$ cat src/rtl/adder_pkg.sv
// Shared definitions for the nibble-serial adder sequencer.
package adder_pkg;
  localparam int NIB_W = 4;

  typedef enum logic [1:0] {
    IDLE    = 2'd0,
    ADD_AB  = 2'd1,
    ADD_CIN = 2'd2,
    DONE    = 2'd3
  } state_t;

  function automatic int clog2(input int n);
    int r;
    r = 0;
    while ((1 << r) < n) r++;
    return r;
  endfunction
endpackage

$ cat src/rtl/adder_seq_ctrl_if.sv
// Requester-side handshake and operand/result bus of the adder sequencer.
interface adder_seq_ctrl_if #(parameter int WIDTH = 16);
  logic             start;
  logic [WIDTH-1:0] op_a;
  logic [WIDTH-1:0] op_b;
  logic             busy;
  logic             done;
  logic [WIDTH-1:0] result;
  logic             carry_out;

  modport master (output start, op_a, op_b, input busy, done, result, carry_out);
  modport slave  (input start, op_a, op_b, output busy, done, result, carry_out);
endinterface

$ cat src/rtl/adder_4bit.sv
// Combinational 4-bit adder without carry-in.
module adder_4bit (
  input  logic [3:0] a,
  input  logic [3:0] b,
  output logic [3:0] sum,
  output logic       carry
);
  assign {carry, sum} = 5'(a) + 5'(b);
endmodule

$ cat src/rtl/adder_seq_ctrl.sv
// WIDTH-bit adder built from one shared 4-bit adder, two passes per nibble,
// LS nibble first; fixed 2*NIB cycles from accept to DONE.
module adder_seq_ctrl
  import adder_pkg::*;
#(
  parameter int WIDTH = 16
) (
  input logic             clk,
  input logic             rst_n,
  adder_seq_ctrl_if.slave bus
);
  localparam int NIB = WIDTH / NIB_W;
  localparam int IW  = (clog2(NIB) < 1) ? 1 : clog2(NIB);

  state_t           state, state_nx;
  logic [IW-1:0]    idx;
  logic             cry, c1, cout;
  logic [3:0]       s1;
  logic [WIDTH-1:0] opa, opb, res;
  logic [3:0]       add_a, add_b, add_s;
  logic             add_c, last;

  assign last = (idx == IW'(NIB - 1));

  adder_4bit u_adder_4bit (.a(add_a), .b(add_b), .sum(add_s), .carry(add_c));

  always_comb begin
    state_nx = state;
    add_a    = '0;
    add_b    = '0;
    case (state)
      IDLE:    if (bus.start) state_nx = ADD_AB;
      ADD_AB: begin
        add_a    = opa[int'(idx)*NIB_W +: NIB_W];
        add_b    = opb[int'(idx)*NIB_W +: NIB_W];
        state_nx = ADD_CIN;
      end
      ADD_CIN: begin
        add_a    = s1;
        add_b    = {3'b000, cry};
        state_nx = last ? DONE : ADD_AB;
      end
      DONE:    state_nx = IDLE;
      default: state_nx = IDLE;
    endcase
  end

  // c1 and the second-pass carry are mutually exclusive, so OR merges them exactly
  always_ff @(posedge clk or negedge rst_n) begin
    if (!rst_n) begin
      state <= IDLE;
      idx   <= '0;
      cry   <= 1'b0;
      c1    <= 1'b0;
      s1    <= '0;
      opa   <= '0;
      opb   <= '0;
      res   <= '0;
      cout  <= 1'b0;
    end else begin
      state <= state_nx;
      case (state)
        IDLE: if (bus.start) begin
          opa  <= bus.op_a;
          opb  <= bus.op_b;
          idx  <= '0;
          cry  <= 1'b0;
          cout <= 1'b0;
        end
        ADD_AB: begin
          s1 <= add_s;
          c1 <= add_c;
        end
        ADD_CIN: begin
          res[int'(idx)*NIB_W +: NIB_W] <= add_s;
          cry <= c1 | add_c;
          if (last) cout <= c1 | add_c;
          else      idx  <= idx + IW'(1);
        end
        default: ;
      endcase
    end
  end

  assign bus.busy      = (state != IDLE);
  assign bus.done      = (state == DONE);
  assign bus.result    = res;
  assign bus.carry_out = cout;
endmodule

$ cat src/flat_wrapper.sv
// flat-port wrapper written by rule: the top's interface ports become plain ports
module adder_seq_ctrl_flat import adder_pkg::*;
#(
  parameter int WIDTH = 16
)
  (clk, rst_n, bus_start, bus_op_a, bus_op_b, bus_busy, bus_done, bus_result, bus_carry_out);
  adder_seq_ctrl_if #(.WIDTH(WIDTH)) bus_i ();
  input logic clk;
  input logic rst_n;
  input wire logic [$bits(bus_i.start)-1:0] bus_start;
  input wire logic [$bits(bus_i.op_a)-1:0] bus_op_a;
  input wire logic [$bits(bus_i.op_b)-1:0] bus_op_b;
  output wire logic [$bits(bus_i.busy)-1:0] bus_busy;
  output wire logic [$bits(bus_i.done)-1:0] bus_done;
  output wire logic [$bits(bus_i.result)-1:0] bus_result;
  output wire logic [$bits(bus_i.carry_out)-1:0] bus_carry_out;
  assign bus_i.start = bus_start;
  assign bus_i.op_a = bus_op_a;
  assign bus_i.op_b = bus_op_b;
  assign bus_busy = bus_i.busy;
  assign bus_done = bus_i.done;
  assign bus_result = bus_i.result;
  assign bus_carry_out = bus_i.carry_out;
  adder_seq_ctrl #(.WIDTH(WIDTH)) u_core (.clk(clk), .rst_n(rst_n), .bus(bus_i));
endmodule
$ cat config.mk
export PLATFORM = sky130hd
export DESIGN_NAME = adder_seq_ctrl_flat
export DESIGN_NICKNAME = d
export VERILOG_FILES = /design/src/rtl/adder_pkg.sv /design/src/rtl/adder_seq_ctrl_if.sv /design/src/rtl/adder_4bit.sv /design/src/rtl/adder_seq_ctrl.sv /design/src/flat_wrapper.sv
export SDC_FILE = /design/constraint.sdc
export NUM_CORES = 1
export LEC_CHECK = 0
export CORE_AREA = 2 2 75 77
export DETAILED_ROUTE_END_ITERATION = 12
export DIE_AREA = 0 0 77 79
export HOLD_SLACK_MARGIN = 0.1
export PLACE_DENSITY = 0.83
export SLEW_MARGIN = 30
export SYNTH_ARGS = -nofsm -noshare
export SYNTH_HDL_FRONTEND = slang
export SYNTH_SLANG_ARGS = --single-unit
$ cat constraint.sdc
create_clock -name clk -period 5 [get_ports clk]
set_input_delay 0.5 -clock clk [delete_from_list [all_inputs] [get_ports clk]]
set_output_delay 0.5 -clock clk [all_outputs]
set_load 0.05 [all_outputs]
==> After elaboration in Yosys (flattened, before gate mapping) <==
Cells that the tools add are included.
{ "classes": {"add_sub_neg": 3, "eq_ne": 7, "shifts": 4, "n_mux": 13, "n_bitwise": 1, "reduce_logical": 7} }
{ "op_table": {"columns": ["op", "n"], "rows": [
  ["4-bit negator with 33-bit output", 1],
  ["4-bit by 33-bit variable shift with 16-bit output (first input constant)", 1],
  ["4-bit by 33-bit variable part select with 16-bit output", 1],
  ["16-bit by 5-bit variable part select with 4-bit output", 2],
  ["16-bit bitwise mux", 1],
  ["4-bit case mux with 2 select lines", 2],
  ["2-bit two-way mux", 4],
  ["2-bit case mux with 4 select lines", 1],
  ["2-bit equality test (second input constant)", 3],
  ["3-bit AND reduction", 2],
  ["4-bit by 4-bit adder with 5-bit output", 1],
  ["2-bit != test (second input constant)", 2],
  ["1-bit case mux with 2 select lines", 2],
  ["2-bit case mux with 2 select lines", 1],
  ["2-bit AND reduction", 2],
  ["2-bit nonzero test", 2],
  ["2-bit by 1-bit adder with 2-bit output (second input constant)", 1],
  ["2-bit by 1-bit equality test with 1-bit output (second input constant)", 1],
  ["2-bit zero test", 1],
  ["1-bit two-way mux", 2],
  ["2-bit by 1-bit != test with 1-bit output (second input constant)", 1],
  ["1-bit OR", 1]
]} }
{ "totals": {"register_bits": 59, "in_bits": 35, "output_inout_bits": 19, "word_cells": 44} }

==> Logic depth before layout (Yosys ltp) <==
Gate-level depths: netlist (run 1).
{ "depth": {"depth_word": 6, "mapped_depth": 11, "ltp_nobuf": 10} }

==> Cells and area by module <==
Synthesis (run 1) repeated with hierarchy kept, for this count alone.
{ "unflattened": {"cells_unflattened": 235, "area_unflattened_um2": 2976.6} }
{ "by_module_without_submodules": {"columns": ["module", "n_inst", "cells_each", "area_per_inst_um2", "seq_area_each_um2"], "rows": [
  ["adder_seq_ctrl", 1, 219, 2840.2, 1476.4],
  ["adder_4bit", 1, 16, 136.4, 0.0]
]} }

==> Least setup slack after synthesis (run 1) <==
OpenSTA, ideal clock, no wires.
{ "synth_path": {"path_kind": "reg-to-reg", "startpoint": "reg u_core.idx[0]", "endpoint": "reg u_core.cry", "setup_time_ps": 129, "t_arrival_ps": 2443, "required_time_ps": 4871, "setup_slack_ps": 2428, "stages_incl_launch_ff": 11, "path_buffers": 1, "period_less_slack_ps": 2572, "path_cell_list": "dfrtp_1 -> buf_6 -> mux4_1 -> a22oi_1 -> nor2b_1 -> ha_1 -> fa_1 -> a21oi_1 -> o21ai_0 -> a32oi_1 -> o31ai_1"} }
{ "synth_between": {"elab_chain_len": 5, "word_cells_on_any_way": 7, "classes_between": "1 x add/sub; 2 x shift; 3 x mux; 1 x bitwise"} }
{ "synth_lines": {"columns": ["item", "line_no", "source"], "rows": [
  ["from (decl)", "adder_seq_ctrl.sv:16", "logic [IW-1:0] idx;"],
  ["from (signal assigned)", "adder_seq_ctrl.sv:78", "else idx <= idx + IW'(1);"],
  ["16-bit by 5-bit variable part select with 4-bit output (on tied branches)", "adder_seq_ctrl.sv:34, adder_seq_ctrl.sv:35", null],
  ["4-bit case mux with 2 select lines", "adder_seq_ctrl.sv:31", "case (state)"],
  ["4-bit by 4-bit adder with 5-bit output *", "adder_4bit.sv:8", "assign {carry, sum} = 5'(a) + 5'(b);"],
  ["1-bit OR *", "adder_seq_ctrl.sv:76", "cry <= c1 | add_c;"],
  ["1-bit case mux with 2 select lines *", "adder_seq_ctrl.sv:62", "case (state)"],
  ["to (signal assigned)", "adder_seq_ctrl.sv:76", null],
  ["to (decl)", "adder_seq_ctrl.sv:17", "logic cry, c1, cout;"]
]} }
Mark *: on every way between the ends. The rest lies on a longest branch, timed or not.
A chain may end at the register's enable or synchronous reset.

==> Final worst setup path (run 1) <==
Ends and elaborated chain as after synthesis.

==> reports/metrics.yaml, run 1 <==
outcome: "finished, final reports clean"
drt_first_pass_iters: 4
syn_inst: 211
power_per_cell_area_nw_per_um2: 580.9
timing.critical_path.from_type: "register"
initialDrtViolationCount: 124
synth_warnings: 0
synth-edff-count: 0
die_w_um: 77
rsz0062_at_grt: "false"
syn_area_um2: 2858
area_delta_synth_final_pct: 25.79
portBuffers: 53
clkPwrFrac_pct: 17.6
setup_viol: 0
path_max_fanout: 18
ys_ff_latch: 59
dp_hpwl_um: 3585
grt_max_degree: 60
cts_sinks: 59
wl_per_cell_um: 14.48
pwr-share-comb_pct: 44.0
slew_headroom_pct: 51.27
period_share_pct: 62.95
drt-total-wl_um: 4968
final_cell_mix: "dfrtp_1, clkdlybuf4s50_1, mux2_2"
clock_path_buffers: 2
gp_congestion: 0.8101
nets: 319
dieArea_um2: 6083
clk_latency_ns: 0.33
synthArstFlopShare_pct: 100.0
cts_tree: "yes"
ys_types: 31
antenna_found_initial: 0
cp.arrival_ns: 3.36
drcViolationCount: 0
cp-startpoint: "u_core.idx[0]"
ant_nets: 0
grt_pass1_wl_um: 8804
io_pins: 54
htree_levels: 3
maxCapViolations: 0
p_int_w: 0.001327
fin_total_pwr_w: 0.002088
crit_path_end_kind: "register"
overflow: 0
nFillCells: 438
hold_viol: 0
ys.flop_type: "dfrtp_1"
leakagePower_nw: 1.598
initial_utilization_pct: 53.54
mostFrequentLayoutCell: "dfrtp_1"
fp-row-count: 27
swShare_pct: 36.48
cts_hold_buf: 0
cts_root_buffer: "clkbuf_8"
seq_power_share_pct: 38.4
worst_pin_slew_ns: 0.7310
max_freq_mhz: 317.7
drv_slew: 0
grt_pass1_vias: 1871
p_sw_w: 0.0007617
ys_seq_area_share_pct: 51.66
drive_above_1_share_pct: 21.40
tns_ns: 0
syn_area_per_cell_um2: 13.54
cts-resized-gates: 0
viasPerCell: 5.440
path_clk_slew_ns: 0.06
ir_worst_vdd_mv: 0.3865
core_region_area_um2: 5338
die_h_um: 79
path_class: "register to register"
postCtsSetupBuffers: 0
fin_util_pct: 67.35
required_ns: 5.21
vias: 1866
grt_usage_pct: 18.64
n_antenna_cell: 0
reg2reg_from: "u_core.idx[0]"
numCtsBuffers: 9
hold_class: "input pin to asynchronous set/reset pin"
syn_nets: 262
fin_skew_ns: 0.009704
fin_crit_ns: 3.147
[per-stage QoR]
step | cells | hold WS (ns) | instance area [µm²] | worst slack (ns)
floorplan | 211 | 0.2044 | 2858 | 2.428
global placement | 329 | 0.4822 | 3428 | 1.947
detailed placement | 329 | 0.4890 | 3428 | 1.854
CTS | 343 | 0.3393 | 3595 | 1.849
global route | 343 | 0.3678 | 3595 | 1.642
finish | 343 | 0.3147 | 3595 | 1.853
[metal layers]
metal	vias up	wire (µm)	track usage, %
li1	891	-	-
met1	919	2346	25.08
met2	49	2320	28.86
met3	7	241	5.455
met4	0	59	7.321
met5	-	0	0
[area by class of cell]
cell class,count,area [µm²],share of cell area (%)
sequential,59,1476,41.07
clock buffer,11,151.4,4.212
clock inverter,3,15.01,0.4177
multi-input combinational,136,1295,36.02
inverter,7,26.28,0.7309
tap,72,90.09,2.506
timing repair buffer,55,540.5,15.04
[cells in the mapped netlist, types with 5 or more instances]
cell | instances | share of area (%)
dfrtp_1 | 59 | 52
mux2_2 | 36 | 14
a22o_1 | 16 | 4.9
ha_1 | 15 | 6.6
nor2_1 | 10 | 1.3
nand2_1 | 9 | 1.2
inv_1 | 7 | 0.92
nor2b_1 | 7 | 1.5
a22oi_1 | 6 | 1.6
buf_2 | 6 | 1.1
o21ai_0 | 6 | 1.1
a21oi_1 | 5 | 0.88
[sequential cells by signal (all words and copies together), names as in the netlist]
register,cells
u_core.bus.carry_out,1
u_core.s1,4
u_core.opa,16
u_core.opb,16
u_core.cry,1
u_core.bus.result,16
u_core.idx,2
u_core.c1,1
u_core.state,2
[power groups by stage]
| stage | logic, W | clock network, W | registers [W] |
|---|---|---|---|
| after floorplan | 0.000664 | 0 | 0.000838 |
| after global placement | 0.000900 | 0 | 0.000809 |
| after detailed placement | 0.000924 | 0 | 0.000815 |
| after CTS | 0.000927 | 0.000375 | 0.000806 |
| after global routing | 0.00101 | 0.000399 | 0.000834 |
| final | 0.000919 | 0.000367 | 0.000802 |
[final timing paths]
path,to,slack (ns),cells past startpoint
setup reg to reg,u_core.cry,1.85,9
hold reg to reg,u_core.opa[11],0.50,1
setup / recovery,u_core.cry,1.85,9
max in group asynchronous,u_core.opa[2],4.21,2
hold / removal,u_core.idx[0],0.31,2
min in group clk,u_core.opa[11],0.50,1
[logic make-up (layout without fill, tap and decap cells)]
logic type | after synthesis | count (layout) | share of synthesized area [%]
AOI/OAI and AO/OA | 39 | 39 | 10.03
xor gates and xnor gates | 2 | 2 | 0.6131
adders and majority gates | 16 | 16 | 7.268
buffers and inverters | 16 | 76 | 3.021
DFF | 59 | 59 | 51.66
muxes | 44 | 44 | 21.02
and+or+nand+nor | 35 | 35 | 6.392
[critical path, cell delays in order (launching register included)]
cell and delay (ns):
dfrtp_1 0.81, mux4_1 0.63, a22oi_1 0.16, nor2b_1 0.07
ha_1 0.23, fa_1 0.41, a21oi_1 0.20, o21ai_0 0.17
a32oi_1 0.24, o31ai_1 0.09
Note: power is estimated with default switching activity, not from simulation.
==> inputs of run 2 (changes only) <==
CORE_AREA = 2 2 78 80   (was 2 2 75 77)
DIE_AREA = 0 0 80 82   (was 0 0 77 79)
PLACE_DENSITY = 0.77   (was 0.83)
clock period = 3 ns   (was 5 ns; I/O delays follow)
==> run 2 against run 1 <==
- combinational power up 75%
- via count up 2.4%
- global-route usage down 0.17 points
- register-to-register slack worse by 1.5 ns
==> reports/metrics.yaml, run 2 (synthesis results as in run 1) <==
outcome: "finished, final reports clean"
fp-row-count: 28
initialDrtViolationCount: 77
htree_levels: 3
viasPerCell: 5.395
die_w_um: 80
initial_utilization_pct: 49.74
grt_usage_pct: 18.47
max_freq_mhz: 374.8
grt_max_degree: 33
path_clk_slew_ns: 0.06
gp_congestion: 0.8762
io_pins: 54
period_share_pct: 88.94
path_class: "register to register"
drt_first_pass_iters: 4
cts_tree: "yes"
drt-total-wl_um: 5417
hold_class: "register to register"
cts_sinks: 59
final_cell_mix: "dfrtp_1, clkdlybuf4s50_1, mux2_2"
min_path_cells: 1
path_max_fanout: 4
critPathMaxStageDelay_ns: 0.58
mostFrequentLayoutCell: "dfrtp_1"
die_h_um: 82
dp_slack_ns: 0.3422
maxCapViolations: 0
path_cells: "mux4_1, a22oi_1, nor2b_1, ha_1, fa_1, a21oi_1, o21ai_0, a32oi_1, o31ai_1"
ant_nets: 0
drv_slew: 0
rsz0062_at_grt: "false"
reg2regPathDepth: 9
drcViolationCount: 0
required_ns: 3.21
fin_total_pwr_w: 0.003685
nets: 325
grt_pass1_vias: 1876
setup_viol: 0
hold_viol: 0
numCtsBuffers: 9
fin_skew_ns: 0.007188
reg2reg_slack_ns: 0.33
ir_worst_vdd_mv: 0.4424
drive_above_1_share_pct: 23.30
dp_hpwl_um: 4061
tns_ns: 0
fin_util_pct: 64.26
area_delta_synth_final_pct: 29.20
vias: 1910
fin_crit_ns: 2.668
crit_path_end_kind: "register"
power_per_cell_area_nw_per_um2: 998.1
postCtsSetupBuffers: 0
slowest_stage: "mux4_1"
finalWorstSetupSlack_ns: 0.3318
nFillCells: 451
overflow: 0
slew_headroom_pct: 55.71
n_antenna_cell: 0
cts_root_buffer: "clkbuf_8"
wl_per_cell_um: 15.30
timing.critical_path.from_type: "register"
grt_pass1_wl_um: 9080
portBuffers: 53
antenna_found_initial: 0
dieArea_um2: 6560
clk_latency_ns: 0.34
worst_pin_slew_ns: 0.6644
core_region_area_um2: 5746
clock_path_buffers: 2
cp.arrival_ns: 2.88
leakagePower_nw: 1.646
## run 2: path summary, 6_finish.rpt
| kind | start | to |
|---|---|---|
| max | u_core.idx[0] | u_core.cry |
| min | u_core.bus.result[5] | u_core.bus.result[5] |
| max reg2reg | u_core.idx[0] | u_core.cry |
| min reg2reg | u_core.bus.result[5] | u_core.bus.result[5] |
| max in group asynchronous | rst_n | u_core.opa[14] |
| min in group asynchronous | rst_n | u_core.opb[3] |
## run 2: timing repair
action	in CTS	in global routing
hold buffers	1	0
resized for setup	0	0
hold endpoints to repair	29	0
## run 2: per-layer routing
| metal | global-route usage [%] | up-vias | wire length (µm) |
|---|---|---|---|
| li1 | - | 911 | - |
| met1 | 24.51 | 938 | 2564 |
| met2 | 28.25 | 54 | 2525 |
| met3 | 7.253 | 7 | 270 |
| met4 | 5.424 | 0 | 57 |
| met5 | 0 | - | 0 |
## run 2: metrics by stage
step                      hold WS (ns)  instance area, µm²  instances
after floorplan               0.004409                2858        211
after global placement          0.3617                3470        337
after detailed placement        0.3665                3470        337
after CTS                       0.5066                3692        354
after global routing            0.5191                3692        354
final                           0.5039                3692        354
## run 2: worst max-delay path: cells and delay by family (launching register included)
family          cells  cell delay (ns)
mux                 1             0.58
simple gates        1             0.07
compound gates      5             0.86
flops               1             0.42
fa+ha+maj           2             0.63
## run 2: final cells by class
type,instances,area [µm²],area share [%]
Inverter,7,26.28,0.7116
Timing Repair Buffer,61,588.1,15.93
Tap cell,75,93.84,2.542
Sequential cell,59,1476,39.99
Multi-Input combinational cell,136,1295,35.07
Clock inverter,4,47.55,1.288
Clock buffer,12,165.2,4.473
## run 2: power breakdown
group	switching (W)	internal, W	total (W)
Sequential	0.000193	0.00112	0.00131
Combinational	0.000819	0.000795	0.00161
Clock	0.000309	0.000448	0.000757
